[config.mk]
export PLATFORM = sky130hd
export DESIGN_NAME = io_stall_controller_flat
export DESIGN_NICKNAME = d
export VERILOG_FILES = /design/src/rtl/io_stall_controller_if.sv /design/src/rtl/io_stall_controller.sv /design/src/flat_wrapper.sv
export SDC_FILE = /design/constraint.sdc
export NUM_CORES = 1
export LEC_CHECK = 0
export CORE_UTILIZATION = 61
export DETAILED_ROUTE_END_ITERATION = 10
export DONT_BUFFER_PORTS = 1
export PLACE_DENSITY = 0.77
export SLEW_MARGIN = 20
export SYNTH_ARGS = -nofsm -noshare
export SYNTH_HDL_FRONTEND = slang
export SYNTH_SLANG_ARGS = --single-unit
[constraint.sdc]
create_clock -name clk -period 2.5 [get_ports clk]
set_clock_uncertainty 0.15 [all_clocks]
set_input_delay 0.25 -clock clk [delete_from_list [all_inputs] [get_ports clk]]
set_output_delay 0.25 -clock clk [all_outputs]
set_load 0.03 [all_outputs]
[src/rtl/io_stall_controller_if.sv]
// CPU-side bus between the instruction path and the IO stall controller.
// Valid/ready: io_read with a matching addr is a request; advance=1 is ready, and the instruction retires in that cycle.
interface io_stall_controller_if;
  logic        io_read;
  logic        io_write;
  logic [31:0] addr;
  logic        advance;
  logic        sw_latch;
  logic        busy;

  modport master (
    output io_read,
    output io_write,
    output addr,
    input  advance,
    input  sw_latch,
    input  busy
  );

  modport slave (
    input  io_read,
    input  io_write,
    input  addr,
    output advance,
    output sw_latch,
    output busy
  );
endinterface

[src/rtl/io_stall_controller.sv]
// Stalls the CPU on a switch read until a debounced button press is seen.
// It then pulses sw_latch and waits for the button release.
module io_stall_controller #(
  parameter int unsigned DEBOUNCE_CYCLES = 20000,
  parameter logic [31:0] SW_ADDR         = 32'hFFFF_FC70
) (
  input  logic                  clk,
  input  logic                  rst,
  io_stall_controller_if.slave  bus,
  input  logic                  enter,
  output logic [1:0]            state,
  output logic [7:0]            press_count
);

  typedef enum logic [1:0] {
    IDLE         = 2'd0,
    WAIT_PRESS   = 2'd1,
    CAPTURE      = 2'd2,
    WAIT_RELEASE = 2'd3
  } state_t;

  localparam int unsigned   CW       = $clog2(DEBOUNCE_CYCLES + 1);
  localparam logic [CW-1:0] CNT_LAST = CW'(DEBOUNCE_CYCLES - 1);

  logic          sync_q1;
  logic          sync_q2;
  logic          db;
  logic          db_q;
  logic [CW-1:0] db_cnt;
  logic          rise;
  logic          sw_rd;
  state_t        state_q;
  state_t        state_d;
  logic          advance_c;
  logic          latch_c;

  always_ff @(posedge clk or negedge rst) begin
    if (!rst) begin
      sync_q1 <= 1'b0;
      sync_q2 <= 1'b0;
    end else begin
      sync_q1 <= enter;
      sync_q2 <= sync_q1;
    end
  end

  // The level flips only after DEBOUNCE_CYCLES consecutive disagreeing samples.
  always_ff @(posedge clk or negedge rst) begin
    if (!rst) begin
      db     <= 1'b0;
      db_q   <= 1'b0;
      db_cnt <= '0;
    end else begin
      db_q <= db;
      if (sync_q2 == db) begin
        db_cnt <= '0;
      end else if (db_cnt == CNT_LAST) begin
        db     <= ~db;
        db_cnt <= '0;
      end else begin
        db_cnt <= db_cnt + 1'b1;
      end
    end
  end

  assign rise  = db & ~db_q;
  assign sw_rd = bus.io_read && (bus.addr == SW_ADDR);

  always_ff @(posedge clk or negedge rst) begin
    if (!rst) begin
      state_q     <= IDLE;
      press_count <= 8'd0;
    end else begin
      state_q <= state_d;
      if (state_q == CAPTURE) begin
        press_count <= press_count + 8'd1;
      end
    end
  end

  always_comb begin
    state_d   = state_q;
    advance_c = 1'b1;
    latch_c   = 1'b0;
    case (state_q)
      IDLE: begin
        advance_c = ~sw_rd;
        if (sw_rd) begin
          state_d = db ? WAIT_RELEASE : WAIT_PRESS;
        end
      end
      WAIT_PRESS: begin
        advance_c = 1'b0;
        if (!sw_rd) begin
          state_d = IDLE;
        end else if (rise) begin
          state_d = CAPTURE;
        end
      end
      CAPTURE: begin
        latch_c = 1'b1;
        state_d = WAIT_RELEASE;
      end
      WAIT_RELEASE: begin
        advance_c = ~sw_rd;
        if (!db) begin
          state_d = IDLE;
        end
      end
      default: state_d = IDLE;
    endcase
  end

  // Outputs are forced quiet while reset is held.
  assign bus.advance  = rst & advance_c;
  assign bus.busy     = rst & ~advance_c;
  assign bus.sw_latch = rst & latch_c;
  assign state        = state_q;

endmodule

[src/flat_wrapper.sv]
// flat-port wrapper written by rule: the top's interface ports become plain ports
module io_stall_controller_flat 
#(
  parameter int unsigned DEBOUNCE_CYCLES = 20000,
  parameter logic [31:0] SW_ADDR         = 32'hFFFF_FC70
)
  (clk, rst, enter, state, press_count, bus_io_read, bus_io_write, bus_addr, bus_advance, bus_sw_latch, bus_busy);
  io_stall_controller_if bus_i ();
  input  logic clk;
  input  logic rst;
  input  logic enter;
  output logic [1:0] state;
  output logic [7:0] press_count;
  input wire logic [$bits(bus_i.io_read)-1:0] bus_io_read;
  input wire logic [$bits(bus_i.io_write)-1:0] bus_io_write;
  input wire logic [$bits(bus_i.addr)-1:0] bus_addr;
  output wire logic [$bits(bus_i.advance)-1:0] bus_advance;
  output wire logic [$bits(bus_i.sw_latch)-1:0] bus_sw_latch;
  output wire logic [$bits(bus_i.busy)-1:0] bus_busy;
  assign bus_i.io_read = bus_io_read;
  assign bus_i.io_write = bus_io_write;
  assign bus_i.addr = bus_addr;
  assign bus_advance = bus_i.advance;
  assign bus_sw_latch = bus_i.sw_latch;
  assign bus_busy = bus_i.busy;
  io_stall_controller #(.DEBOUNCE_CYCLES(DEBOUNCE_CYCLES), .SW_ADDR(SW_ADDR)) u_core (.clk(clk), .rst(rst), .bus(bus_i), .enter(enter), .state(state), .press_count(press_count));
endmodule
==> results.md, run 1 <==
* Crit path largest cell delay at 600 ps
* Final hold violation count at 0
* Die height at 51.7 µm
* Effective utilization at floorplan at 66.2%
* Final Setup Violations at 0
* Nets at 196
* IO Pins at 50
* Layout cell share with drive strength beyond 1 at 12.4%
* R2R Path End: u_core.db_cnt[13]$_DFF_PN0_
* Net Switching at 0.000181 W
* Largest net degree at the start of global routing at 30
* Core area at 0.00228 mm²
* Slew HR at 70.9%
* RSZ-0062 raised after global routing: no
* Pins Over Slew Limit at 0
* Residual DRC at 0
* Routed WL at 2.56 mm
* Max Buffers Root-to-Sink at 2
* Placer Congestion at 0.794
* ANT nets after route at 0
* Min Hold Slack at 203 ps
* Syn Area/Cell at about 11 µm²
* Hold Startpoint: u_core.sync_q1$_DFF_PN0_
* Sequential-to-total area share from yosys stat at around half
* CTS H-tree depth at 2
* Outcome: finished, final reports clean
* Reg power frac at 57.6%
* Die X at between 50 and 60 µm
* PwrDens at 501 mW/mm²
* CP max FO at 5
* Port-buffer cells at 0
* Worst Setup Path Type: flip-flop to output port
* Worst hold stages at 0
* Post-synth cell types at 34
* Vias in the first global route at around 1100
* Synthesized area at between 0.0015 and 0.002 mm²
* Syn Nets at 185
* Max cap viols at 0
* Placement Setup Slack at ~330 ps
* DR WL/cell at 14.2 µm
* RR Startpoint: u_core.db_cnt[7]$_DFF_PN0_
* CP Buf/Inv Count at 1
* Peak supply drop at 447 µV
* Internal power at 0.000651 W
* Clk sinks at 29
* Total track usage at 23.5%
* CTS tree: built
* Clock share of power at between 30% and 40%
* Area leader, netlist: dfrtp_1
* TNS Setup at 0 ps
* Kind of cell adding the most delay to the critical path: flip-flops
* CP endpoint kind: output port
* Antenna violations before repair at 0
* Area Overhead vs Synth at 10.1%
* Synth warn at 0
* #FFs+latches synth at 29
* Min-Delay Path Class: flip-flop to flip-flop
* Hold Path End: u_core.sync_q2$_DFF_PN0_
* Reg clk slew, reported paths at 90 ps
* Final worst-path cycle share at 93.3%
* Total congestion overflow at 0
* Top cells by area, synth: dfrtp_1, xnor2_1, ha_1
* Synth top area share at 48.1%
* Critical path data arrival time at 1930 ps
* Die area at about 0.0027 mm²
* DR iter-0 viols at 12
* Post-synth top cells: dfrtp_1, nor2_1, xnor2_1
* First-pass GRT wire length at about 4.4 mm
* Main synth FF type: dfrtp_1
* Row count at 17
* DR vias/cell at approximately 5.8
* Worst R2R Setup Slack at 380 ps
* Most common cell in the netlist: dfrtp_1
* Asr flop ratio synth at 100%
* Antenna diodes at 0
* Highest Clock Rate at 429 MHz
* Root Buffer: clkbuf_4
* Cell count after synthesis at 141
* Switching Fraction at between 20 and 25%
* CP Cell Sequence: inv_1 -> ha_1 -> nand2_1 -> o21a_1 -> and2_1
* Number of synthesized flops with an enable pin at 0
* Inst Count DP at 170
* Tmin final at 2330 ps
* Startpoint Class: flip-flop
* Crit path max-delay cell type: dfrtp_1
* Worst Max-Slew Pin Slew at around 440 ps
* Cts bufs inserted at 5
* Layout Cells excl Fill at 181
* Fin worst setup slack at ~170 ps
* P_leak at between 0.7 and 0.8 nW
* Vias at between 1000 and 1500
* Power after layout at between 0.0008 and 0.0009 W
* R2R depth at 4
* Drt first pass iters at 4
* Worst Path Required at about 2100 ps
* Clk Latency, worst-skew pair at 320 ps
* Share of total power in combinational logic at under 10%
* Post_cts resized at 0
worst max path at each step:
stage | end | slack (ps) | start | cells past startpoint
after CTS | bus_advance | 150 | u_core.state[0]$_DFFE_PN0P_ | 5
final | bus_advance | 170 | u_core.state[0]$_DFFE_PN0P_ | 5
after floorplan | bus_busy | 310 | bus_addr[7] | 5
after global routing | bus_advance | 50 | u_core.state[0]$_DFFE_PN0P_ | 5
after global placement | bus_busy | 390 | bus_addr[7] | 6
after detailed placement | bus_busy | 330 | bus_addr[7] | 6
registers in the layout (all words and copies together), names as in the netlist:
name and flops:
u_core.sync_q2 1, u_core.db_q 1, u_core.press_count 8, u_core.db 1, u_core.db_cnt 15, u_core.state 2, u_core.sync_q1 1
stage by stage:
step	area [µm²]	util (%)
after detailed placement	1550	68.1
after floorplan	1510	-
after global placement	1550	68.1
after global routing	1660	73.0
final	1660	73.0
after CTS	1660	73.0
cell type report:
type | count | area, µm²
clock buffers | 7 | 65.1
clock inverters | 1 | 5.00
multi-input cells | 104 | 748
repair buffers | 5 | 55.1
flip-flops and latches | 29 | 726
inverters | 7 | 26.3
well taps | 28 | 35.0
fillers | 174 | 616
power groups by stage:
stage                logic, W  registers, W  clock network (W)
global route        0.0000393      0.000481           0.000361
CTS                 0.0000353      0.000479           0.000330
floorplan           0.0000184      0.000487                  0
finish              0.0000342      0.000479           0.000319
global placement    0.0000191      0.000488                  0
detailed placement  0.0000197      0.000489                  0
metal layers:
metal	routed length [µm]	GRT usage (%)
met4	57	15.8
met3	111	8.19
met5	0	0
met2	1360	39.0
met1	1030	25.0
cells by family (layout without fill, tap and decap cells):
group | count (synthesis) | count (layout) | share of synthesized area (%)
flops | 29 | 29 | 48.1
compound gates | 12 | 12 | 4.90
xor+xnor | 18 | 18 | 10.5
fa+ha+maj | 7 | 7 | 5.81
simple gates | 63 | 63 | 25.0
mux | 4 | 4 | 3.49
buf+inv | 8 | 20 | 2.24
worst register-to-register path, cell delays in order (launching register included):
cell	delay, ps
dfrtp_1	430
or4_1	540
or4_4	560
nand2b_2	230
nor2_1	90
placed cells by master (no fill, tap or decap), drive strengths merged, types with 2 or more instances in the layout:
cell type,instances
and3,4
o21ai,5
nand4,9
ha,7
dlygate4sd3,2
xor2,5
nand4bb,2
mux2,4
dfrtp,29
a21oi,3
nor3,3
or3,3
or4,2
nor2,14
buf,3
and2,3
inv,7
clkbuf,7
nand3,8
nand2,8
xnor2,13
what timing repair did:
action | CTS | global route
setup buffers | 0 | 0
hold buffers | 3 | 0
hold endpoints to repair | 30 | 0
endpoints found under the setup margin | 0 | 0
(Power assumes the default switching activity.)
==> inputs of run 2 (changes only) <==
--- a/config.mk
+++ b/config.mk
@@ -5,10 +5,10 @@
 export SDC_FILE = /design/constraint.sdc
 export NUM_CORES = 1
 export LEC_CHECK = 0
-export CORE_UTILIZATION = 61
+export CORE_UTILIZATION = 60
 export DETAILED_ROUTE_END_ITERATION = 10
 export DONT_BUFFER_PORTS = 1
-export PLACE_DENSITY = 0.77
+export PLACE_DENSITY = 0.76
 export SLEW_MARGIN = 20
 export SYNTH_ARGS = -nofsm -noshare
 export SYNTH_HDL_FRONTEND = slang
==> run 2 against run 1 <==
  * Non-clock buffer count stayed put
  * First-iteration DRC count fell by 17%
  * Combinational power rose by 1%
  * Count of clock-buffer cells in the layout unchanged
  * Fmax fell by 0.47%
  * Via count barely moved
  * Critical path type unchanged
==> results.md, run 2 (synthesized netlist as in run 1, its figures left out) <==
* Highest Clock Rate at 427 MHz
* Clk sinks at 29
* Core area at 0.00230 mm²
* Die area at 0.00272 mm²
* Max reg flops at 15
* Area of the multi-input gates at 748 µm²
* Commonest non-fill, non-tap cell in the layout: dfrtp_1
* Largest reg by FF count: u_core.db_cnt
* Design area at 0.00166 mm²
* Slew HR at between 60% and 70%
* Row count at 17
* Final hold violation count at 0
* CTS H-tree depth at 2
* Placer Congestion at 0.830
* FILL cells at between 150 and 200
* Max cap viols at 0
* PwrDens at 502 mW/mm²
* Layout cell share with drive strength beyond 1 at 12.4%
* Worst Path Required at 2100 ps
* Outcome: finished, final reports clean
* TNS Setup at 0 ps
* CP max FO at 5
* Crit path from: u_core.state[0]$_DFFE_PN0P_
* Most frequent cells in the layout: dfrtp_1, nor2_1, xnor2_1
* Nets at 196
* CTS tree: built
* CP endpoint kind: output port
* DR WL/cell at 14.4 µm
* Antenna violations before repair at 0
* Hold Startpoint: u_core.sync_q1$_DFF_PN0_
* Final worst-path cycle share at 93.7%
* Final Setup Violations at 0
* Min Hold Slack at ~200 ps
* RR Startpoint: u_core.db_cnt[7]$_DFF_PN0_
* DR iter-0 viols at 10
* Worst Setup Path Type: flip-flop to output port
* Total track usage at between 20% and 30%
* Clk Latency, worst-skew pair at 320 ps
* ANT nets after route at 0
* Total congestion overflow at 0
* RSZ-0062 raised after global routing: no
* Min-Delay Path Class: flip-flop to flip-flop
* Largest net degree at the start of global routing at 30
* Critical path data arrival time at 1940 ps
* Power after layout at 0.000834 W
* Flip-flop and latch area at a little over 700 µm²
* Residual DRC at 0
* Cts bufs inserted at 5
* Effective utilization at floorplan at around two thirds
* First-pass GRT wire length at 4.13 mm
* Placed inst area at between 0.0015 and 0.002 mm²
* Pins Over Slew Limit at 0
* Drt first pass iters at 4
* Routed WL at 2.60 mm
* Vias in the first global route at 1040
* Area Overhead vs Synth at 10.1%
* IO Pins at 50
* Peak supply drop at 405 µV
* Antenna diodes at 0
* Startpoint Class: flip-flop
* Port-buffer cells at 0
* Hpwl dp at 1.86 mm
* Tmin final at 2340 ps
* Worst Max-Slew Pin Slew at ~450 ps
* Core Util, Final at ~72%
* Vias at 1056
* Die height at 52.1 µm
* P_leak at 0.711 nW
* Max Buffers Root-to-Sink at 2
* Reg clk slew, reported paths at about 90 ps
* DR vias/cell at 5.83
* Root Buffer: clkbuf_4
* Die X at between 50 and 60 µm
[run 2: power breakdown]
group	total, W	internal [W]	switching (W)
Combinational	0.0000347	0.0000144	0.0000203
Sequential	0.000479	0.000474	0.00000462
Clock	0.000321	0.000163	0.000158
Total	0.000834	0.000651	0.000183
[run 2: layout make-up]
type | instances | share of cell area [%]
multi-input combinational | 104 | 45.1
sequential | 29 | 43.7
clock buffer | 7 | 3.92
timing repair buffer | 5 | 3.32
tap | 28 | 2.11
inverter | 7 | 1.58
clock inverter | 1 | 0.301
[run 2: final timing paths]
kind	end	slack [ps]	cells after the start
max in group asynchronous	u_core.db_cnt[3]$_DFF_PN0_	1830	2
setup reg to reg	u_core.db_cnt[3]$_DFF_PN0_	380	4
min in group asynchronous	u_core.state[0]$_DFFE_PN0P_	210	2
hold / removal	u_core.sync_q2$_DFF_PN0_	200	0
hold reg to reg	u_core.sync_q2$_DFF_PN0_	200	0
setup / recovery	bus_advance	160	5
[run 2: per-stage QoR]
step / worst slack [ps] / instances
6_report: 157 / 181
2_1_floorplan: 309 / 141
5_1_grt: 46.1 / 181
3_5_place_dp: 375 / 170
4_1_cts: 134 / 181
3_3_place_gp: 393 / 170
[run 2: critical path, cell delays in order (launching register included)]
cell	delay, ps
dfrtp_1	600
inv_1	150
ha_1	350
nand2_1	90
o21a_1	130
and2_1	310
[run 2: timing repair]
action                                 in CTS  in global routing
hold buffers                                3                  0
endpoints found under the hold margin      30                  0
buffers inserted                            0                  0
gates resized for setup                     0                  0
[run 2: metal layers]
metal	global-route usage [%]	vias up	part of all wire (%)
met1	24.4	507	44
met2	36.8	30	50
met3	7.02	4	4.8
met5	0	-	0
li1	-	515	-
met4	10.5	0	1.2
